--- src/rtl/dmem_bridge.sv ---
// Data-memory request responder: issues loads/stores on the SRAM-like bus,
// stalls the pipe while outstanding and returns an aligned load result.
module dmem_bridge #(
    parameter int AW = 32,
    parameter int DW = 32
) (
    input  logic          clk,
    input  logic          resetn,
    input  logic [3:0]    req_ren,
    input  logic [3:0]    req_wen,
    input  logic [AW-1:0] req_addr,
    input  logic [DW-1:0] req_wd,
    input  logic [1:0]    req_ld_size,
    input  logic          req_ld_signed,
    input  logic          req_kill,
    input  logic          pipe_advance,
    output logic          stall,
    output logic [DW-1:0] rdata,
    output logic          d_req,
    output logic          d_wr,
    output logic [1:0]    d_size,
    output logic [AW-1:0] d_addr,
    output logic [3:0]    d_wstrb,
    output logic [DW-1:0] d_wdata,
    input  logic          d_addr_ok,
    input  logic          d_data_ok,
    input  logic [DW-1:0] d_rdata
);

    typedef enum logic [1:0] {IDLE, REQ, WAIT, DONE} state_e;

    state_e        state_q, state_d;
    logic [AW-1:0] addr_q, addr_d;
    logic [3:0]    wen_q, wen_d;
    logic [DW-1:0] wd_q, wd_d;
    logic [1:0]    ld_size_q, ld_size_d;
    logic          ld_signed_q, ld_signed_d;
    logic          is_write_q, is_write_d;
    logic [DW-1:0] rdata_q, rdata_d;
    logic          new_req;

    function automatic logic [DW-1:0] fmt_load(
        input logic [DW-1:0] raw,
        input logic [1:0]    off,
        input logic [1:0]    sz,
        input logic          sgn
    );
        logic [7:0]  b;
        logic [15:0] h;
        b = raw[{off, 3'b000} +: 8];
        h = off[1] ? raw[31:16] : raw[15:0];
        case (sz)
            2'b00:   fmt_load = {{24{sgn & b[7]}}, b};
            2'b01:   fmt_load = {{16{sgn & h[15]}}, h};
            default: fmt_load = raw;
        endcase
    endfunction

    assign new_req = ((|req_wen) | (|req_ren)) & ~req_kill;

    always_ff @(posedge clk or negedge resetn) begin
        if (!resetn) begin
            state_q     <= IDLE;
            addr_q      <= '0;
            wen_q       <= '0;
            wd_q        <= '0;
            ld_size_q   <= '0;
            ld_signed_q <= 1'b0;
            is_write_q  <= 1'b0;
            rdata_q     <= '0;
        end else begin
            state_q     <= state_d;
            addr_q      <= addr_d;
            wen_q       <= wen_d;
            wd_q        <= wd_d;
            ld_size_q   <= ld_size_d;
            ld_signed_q <= ld_signed_d;
            is_write_q  <= is_write_d;
            rdata_q     <= rdata_d;
        end
    end

    always_comb begin
        state_d     = state_q;
        addr_d      = addr_q;
        wen_d       = wen_q;
        wd_d        = wd_q;
        ld_size_d   = ld_size_q;
        ld_signed_d = ld_signed_q;
        is_write_d  = is_write_q;
        rdata_d     = rdata_q;
        unique case (state_q)
            IDLE: begin
                if (new_req) begin
                    addr_d      = req_addr;
                    wen_d       = req_wen;
                    wd_d        = req_wd;
                    ld_size_d   = req_ld_size;
                    ld_signed_d = req_ld_signed;
                    is_write_d  = |req_wen;
                    state_d     = REQ;
                end
            end
            REQ: begin
                if (d_addr_ok) begin
                    state_d = d_data_ok ? DONE : WAIT;
                end
            end
            WAIT: begin
                if (d_data_ok) begin
                    state_d = DONE;
                end
            end
            DONE: begin
                if (pipe_advance) begin
                    state_d = IDLE;
                end
            end
            default: state_d = IDLE;
        endcase
        // Load data is captured on the single data_ok that ends the transaction
        if ((state_q == REQ && d_addr_ok && d_data_ok) ||
            (state_q == WAIT && d_data_ok)) begin
            rdata_d = is_write_q ? '0 :
                      fmt_load(d_rdata, addr_q[1:0], ld_size_q, ld_signed_q);
        end
    end

    always_comb begin
        stall = 1'b0;
        d_req = 1'b0;
        unique case (state_q)
            IDLE:    stall = new_req & resetn;
            REQ: begin
                stall = 1'b1;
                d_req = 1'b1;
            end
            WAIT:    stall = 1'b1;
            DONE:    stall = 1'b0;
            default: stall = 1'b0;
        endcase
    end

    always_comb begin
        d_size = ld_size_q;
        if (is_write_q) begin
            case (wen_q)
                4'b1111:                   d_size = 2'b10;
                4'b0011, 4'b1100:          d_size = 2'b01;
                4'b0001, 4'b0010,
                4'b0100, 4'b1000:          d_size = 2'b00;
                default:                   d_size = 2'b10;
            endcase
        end
    end

    assign d_wr    = is_write_q;
    assign d_addr  = addr_q;
    assign d_wstrb = is_write_q ? wen_q : 4'b0000;
    assign d_wdata = wd_q;
    assign rdata   = rdata_q;

endmodule
--- config.mk ---
export PLATFORM = sky130hd
export DESIGN_NAME = dmem_bridge
export DESIGN_NICKNAME = d
export VERILOG_FILES = /design/src/rtl/dmem_bridge.sv
export SDC_FILE = /design/constraint.sdc
export NUM_CORES = 1
export LEC_CHECK = 0
export CAP_MARGIN = 40
export CORE_MARGIN = 2
export CORE_UTILIZATION = 30
export DETAILED_ROUTE_END_ITERATION = 6
export GPL_TIMING_DRIVEN = 0
export PLACE_DENSITY_LB_ADDON = 0.15
export SYNTH_ARGS = -nofsm -noshare
export SYNTH_HDL_FRONTEND = slang
export SYNTH_SLANG_ARGS = --single-unit
--- constraint.sdc ---
create_clock -name clk -period 2.29 [get_ports clk]
set_clock_uncertainty 0.2 [all_clocks]
set_input_delay 0.229 -clock clk [delete_from_list [all_inputs] [get_ports clk]]
set_output_delay 0.229 -clock clk [all_outputs]
set_load 0.02 [all_outputs]
After elaboration in Yosys (flattened, before gate mapping)
Cells that the tools add are included.
{"block": "op_classes", "eq_ne": 14, "shifts": 1, "mux": 14, "bitwise": 6, "n_reduce_logical": 13}
{"op": "case mux 32 bit (2 select lines)", "count": 1}
{"op": "two-way mux 32 bit", "count": 1}
{"op": "variable part select 32 x 6 -> 8 bit", "count": 1}
{"op": "two-way mux 16 bit", "count": 1}
{"op": "OR reduction 4 bit", "count": 3}
{"op": "two-way mux 2 bit", "count": 5}
{"op": "== test 4 x 2 -> 1 bit (second input constant)", "count": 2}
{"op": "== test 4 bit (second input constant)", "count": 2}
{"op": "!= test 2 bit (second input constant)", "count": 4}
{"op": "case mux 2 bit (4 select lines)", "count": 1}
{"op": "bitwise AND 1 bit", "count": 4}
{"op": "== test 2 x 1 -> 1 bit (second input constant)", "count": 2}
{"op": "== test 2 bit (second input constant)", "count": 2}
{"op": "== test 4 x 1 -> 1 bit (second input constant)", "count": 1}
{"op": "== test 4 x 3 -> 1 bit (second input constant)", "count": 1}
{"op": "zero test 2 bit", "count": 2}
{"op": "two-way mux 4 bit", "count": 1}
{"op": "case mux 2 bit (2 select lines)", "count": 1}
{"op": "AND reduction 4 bit", "count": 1}
{"op": "OR reduction 2 bit", "count": 2}
{"op": "logical AND 1 bit", "count": 3}
{"op": "case mux 1 bit (3 select lines)", "count": 1}
{"op": "two-way mux 1 bit", "count": 2}
{"op": "AND reduction 2 bit", "count": 1}
{"op": "other kinds (3)", "count": 3}
{"block": "totals", "regBits": 106, "inputBits": 113, "out_inout_bits": 105, "wordCells": 56}

Longest topological paths before layout
{"block": "logic_depth", "depth_word": 5, "ltp_mapped": 8, "depth_no_buf": 6}

Least setup slack after synthesis
No wires, ideal clock.
{"block": "synth_timing", "path_kind": "register to register", "startpoint": "register state_q[1]", "endpoint": "register rdata_q[21], in the netlist rdata[21]", "arrival_time_ns": 2.001, "required_ns": 2.024, "setup_slack_ns": 0.023, "stages_incl_launch_ff": 8, "path_cell_list": "dfrtp_1 inv_1 ha_1 a21o_1 nand2_1 nor3_1 clkbuf_1 a221o_1"}
{"block": "synth_between", "elab_chain_len": 4, "word_cells_on_any_way": 6}
{"element": "start: declaration", "line": "32", "source": "state_e state_q, state_d;"}
{"element": "start signal: assignment", "line": "72", "source": "state_q <= state_d;"}
{"element": "== test 2 x 1 -> 1 bit", "line": "122", "source": "if ((state_q == REQ && d_addr_ok && d_data_ok) ||"}
{"element": "logical AND 1 bit (2 in series)", "line": "122"}
{"element": "logical OR 1 bit (*)", "line": "122"}
{"element": "end signal: assignment", "line": "79", "source": "rdata_q <= rdata_d;"}
{"element": "end: declaration", "line": "39", "source": "logic [DW-1:0] rdata_q, rdata_d;"}
Every way passes the cells marked *; elsewhere a longest branch is shown, timed or not.
A chain may end at the register's enable or synchronous reset.

Final worst setup path
{"block": "layout_timing", "startpoint": "register addr_q[1], in the netlist d_addr[1]", "endpoint": "register rdata_q[26], in the netlist rdata[26]"}
{"block": "layout_between", "elab_chain_len": 4, "word_cells_on_any_way": 6}
{"element": "start: declaration", "line": "33", "source": "logic [AW-1:0] addr_q, addr_d;"}
{"element": "start signal: assignment", "line": "73", "source": "addr_q <= addr_d;"}
{"element": "variable part select 32 x 6 -> 8 bit or two-way mux 16 bit (tied branches)", "line": "50, 51"}
{"element": "bitwise AND 1 bit, on equally long branches", "line": "53, 54"}
{"element": "case mux 32 bit (2 select lines) (*)", "line": "52", "source": "case (sz)"}
{"element": "two-way mux 32 bit (*)", "line": "124", "source": "rdata_d = is_write_q ? '0 :"}
Marked as above.

==> flow_metrics.py <==
metrics = {
    "clock_tree": {
        "htreeDepth": 3,
        "clk_path_buf_depth": 2,
        "cts_tree": "built",
        "insertion_delay_ns": 0.36,
        "cts.sinks": 106,
        "cts_buffers": 9,
        "root_buffer": "clkbuf_16",
        "cts.clk_slew.worst_paths_ns": 0.07,
    },
    "setup_path": {
        "end_kind": "flop",
        "required_ns": 2.33,
        "arrival_ns": 2.28,
        "crit_type": "reg -> reg",
        "start_kind": "flop",
        "path_max_fanout": 10,
    },
    "finish": {
        "seq_area_um2": 2653,
        "syn_to_final_growth_pct": 62.17,
        "antenna_cells": 0,
        "multi_input_comb_area_um2": 1911,
        "drive_gt1_share_pct": 20.90,
        "fillCellCount": 1359,
        "stdcell_area_um2": 7552,
        "nNetsFinal": 716,
    },
    "pwr": {
        "p_leak_nw": 3.128,
        "vdd_drop_max_v": 0.0005910,
        "internal-power_mw": 6.724,
        "clockPowerShare_pct": 15.8,
        "pwr-share-comb_pct": 53.9,
        "switching_power_mw": 4.152,
        "swShare_pct": 38.18,
        "p_seq_share_pct": 30.3,
        "powerDensity_nw_per_um2": 1440,
    },
    "sta": {
        "relSlewSlack_pct": 50.78,
        "finalSetupViolCount": 0,
        "finalHoldViolCount": 53,
        "drv_slew": 0,
        "post-route-period-util_pct": 97.96,
        "post-route-min-period_ns": 2.243,
        "tightest_slew_ns": 0.7383,
        "timing.hold.ws_ns": -0.2803,
        "rsz0062_at_grt": "no",
        "fmax_ghz": 0.4458,
    },
    "grt": {
        "grt_pass1_wl_um": 22270,
        "grt_pass1_vias": 4055,
        "grt_start_max_net_pins": 56,
        "antenna_found_initial": 0,
        "overflow": 0,
        "globalRouteTotalUtil_pct": 17.82,
    },
    "drt": {
        "first_pass_iters": 4,
        "avgRoutedWirePerCell_um": 18.41,
        "detail-route-antenna-nets": 0,
        "vias": 3841,
        "routed_wl_um": 14560,
        "vias_per_cell": 4.856,
        "post-route-drc-count": 0,
        "drtIter0Drc": 184,
    },
    "status": {
        "violations": "negative hold slack",
        "status": "finished with violations",
    },
    "synth": {
        "synth-edff-count": 0,
        "netlist_area_um2": 4657,
        "synth_cells": 362,
        "ys_warn_count": 0,
        "ys_seq_area_share_pct": 56.96,
        "async_flop_share_pct": 100.0,
        "synth-main-ff-cell": "dfrtp_1",
        "postSynthAreaPerCell_um2": 12.86,
        "synth-seq-cells": 106,
        "syn_nets": 480,
        "synth_cell_types": 34,
    },
    "floorplanning": {
        "coreArea_um2": 15200,
        "initial_core_util_pct": 30.63,
        "fp-row-count": 45,
        "die_x_um": 128.6,
        "die_height_um": 128.6,
        "dieArea_um2": 16540,
        "io_pins": 218,
    },
    "place": {
        "dpl.hpwl_um": 10920,
        "io_buffers": 217,
        "postPlaceCellArea_um2": 7099,
        "routabilityCongestion": 0.7591,
    },
    "hold_path": {
        "min_path_type": "in -> async",
    },
    "job": {
        "maxCapViolCount": 0,
    },
}
==> path summary, 6_finish.rpt <==
path,startpoint,to,slack [ns],depth (start not counted)
max,d_addr[1],rdata[26],0.05,7
max in group asynchronous,resetn,d_addr[1],1.46,2
min reg2reg,rdata[15],rdata[15],0.29,2
min in group clk,req_ld_size[1],ld_size_q[1],0.25,3
min,resetn,state_q[1],-0.28,1
max reg2reg,d_addr[1],rdata[26],0.05,7
==> registers in the layout, indices dropped and copies added (netlist names) <==
register	count
d_addr	32
d_wdata	32
rdata	32
wen_q	4
ld_size_q	2
state_q	2
d_wr	1
ld_signed_q	1
==> synth_stat cells, drive strengths merged (2+ instances only) <==
master,n,share of area [%]
and2,5,0.67
mux2i,15,3.2
nand2,21,1.7
a21oi,9,0.97
a221o,17,3.7
mux2,72,17
o32ai,7,1.3
nor4,2,0.27
o21ai,26,2.8
nor3,2,0.21
a211oi,10,1.6
a21o,2,0.32
buf,13,1.7
nor2,5,0.40
ha,5,1.3
nand3,2,0.21
nor2b,9,1.2
inv,8,0.64
nor3b,2,0.32
dfrtp,106,57
clkbuf,13,1.0
o22ai,2,0.27
==> cell families after synthesis <==
kind of cell / Yosys count / synth area share, %
AOI/OAI and AO/OA: 79 / 12.06
xor gates and xnor gates: 1 / 0.1881
adders and majority gates: 5 / 1.343
buffers and inverters: 34 / 3.412
DFF: 106 / 56.96
muxes: 87 / 20.71
and+or+nand+nor: 50 / 5.320
==> layer usage <==
metal,vias to the layer above,share of wire (%),GRT usage (%)
li1,1797,-,-
met1,1876,40,21.23
met2,155,48,28.57
met3,13,11,8.150
met4,0,1.4,6.330
met5,-,0,0
==> critical path: stages, from the launching register on <==
cell      delay (ns)
dfrtp_1         0.39
buf_6           0.13
mux2_4          0.30
a22o_1          0.22
buf_6           0.14
o2111a_2        0.32
buf_6           0.16
a221o_1         0.26
==> placed cells by master, fill, tap and decap left out, drive strengths merged, types with 7 or more instances in the layout <==
master / synthesis / final
clkbuf: 13 / 28
o21ai: 26 / 26
a21oi: 9 / 9
clkdlybuf4s50: 0 / 213
dfrtp: 106 / 106
a221o: 17 / 17
nor2b: 9 / 9
o32ai: 7 / 7
mux2i: 15 / 15
a211oi: 10 / 10
mux2: 72 / 72
buf: 13 / 17
inv: 8 / 11
nand2: 21 / 21
==> through the flow <==
stage / instances / power, mW / setup TNS [ns] / worst slack, ns / utilization, %
3_5_place_dp: 770 / 9.169 / -26.18 / -0.4229 / 46.70
4_1_cts: 789 / 10.97 / 0 / 0.01167 / 49.26
6_report: 791 / 10.88 / 0 / 0.04680 / 49.68
3_3_place_gp: 767 / 9.058 / -405.56 / -3.605 / 46.47
5_1_grt: 791 / 11.55 / 0 / 0.005801 / 49.68
2_1_floorplan: 362 / 6.400 / 0 / 0.02253 / -
==> final cells by class <==
| type | count | share of cell area (%) |
|---|---|---|
| plain buffers | 26 | 2.038 |
| clock buffers | 9 | 2.982 |
| clock inverters | 7 | 1.309 |
| inverters | 8 | 0.3976 |
| multi-input cells | 222 | 25.30 |
| flip-flops and latches | 106 | 35.12 |
| well taps | 188 | 3.115 |
| repair buffers | 225 | 29.74 |
==> what timing repair did <==
item                                   in CTS  in global routing
gates resized for setup                    18                 19
endpoints found under the hold margin      53                 53
pin swaps                                   1                  1
setup endpoints to repair                  89                 82
cloned                                      1                  0
buffers inserted                            2                  2
==> power groups by stage <==
stage                     clock, mW  combinational (mW)  sequential (mW)
after global routing           1.84                6.27             3.43
after floorplan                   0                2.12             4.28
after CTS                      1.77                5.89             3.31
after global placement            0                5.77             3.29
final                          1.72                5.87             3.29
after detailed placement          0                5.84             3.33
Note: power is estimated with default switching activity, not from simulation.
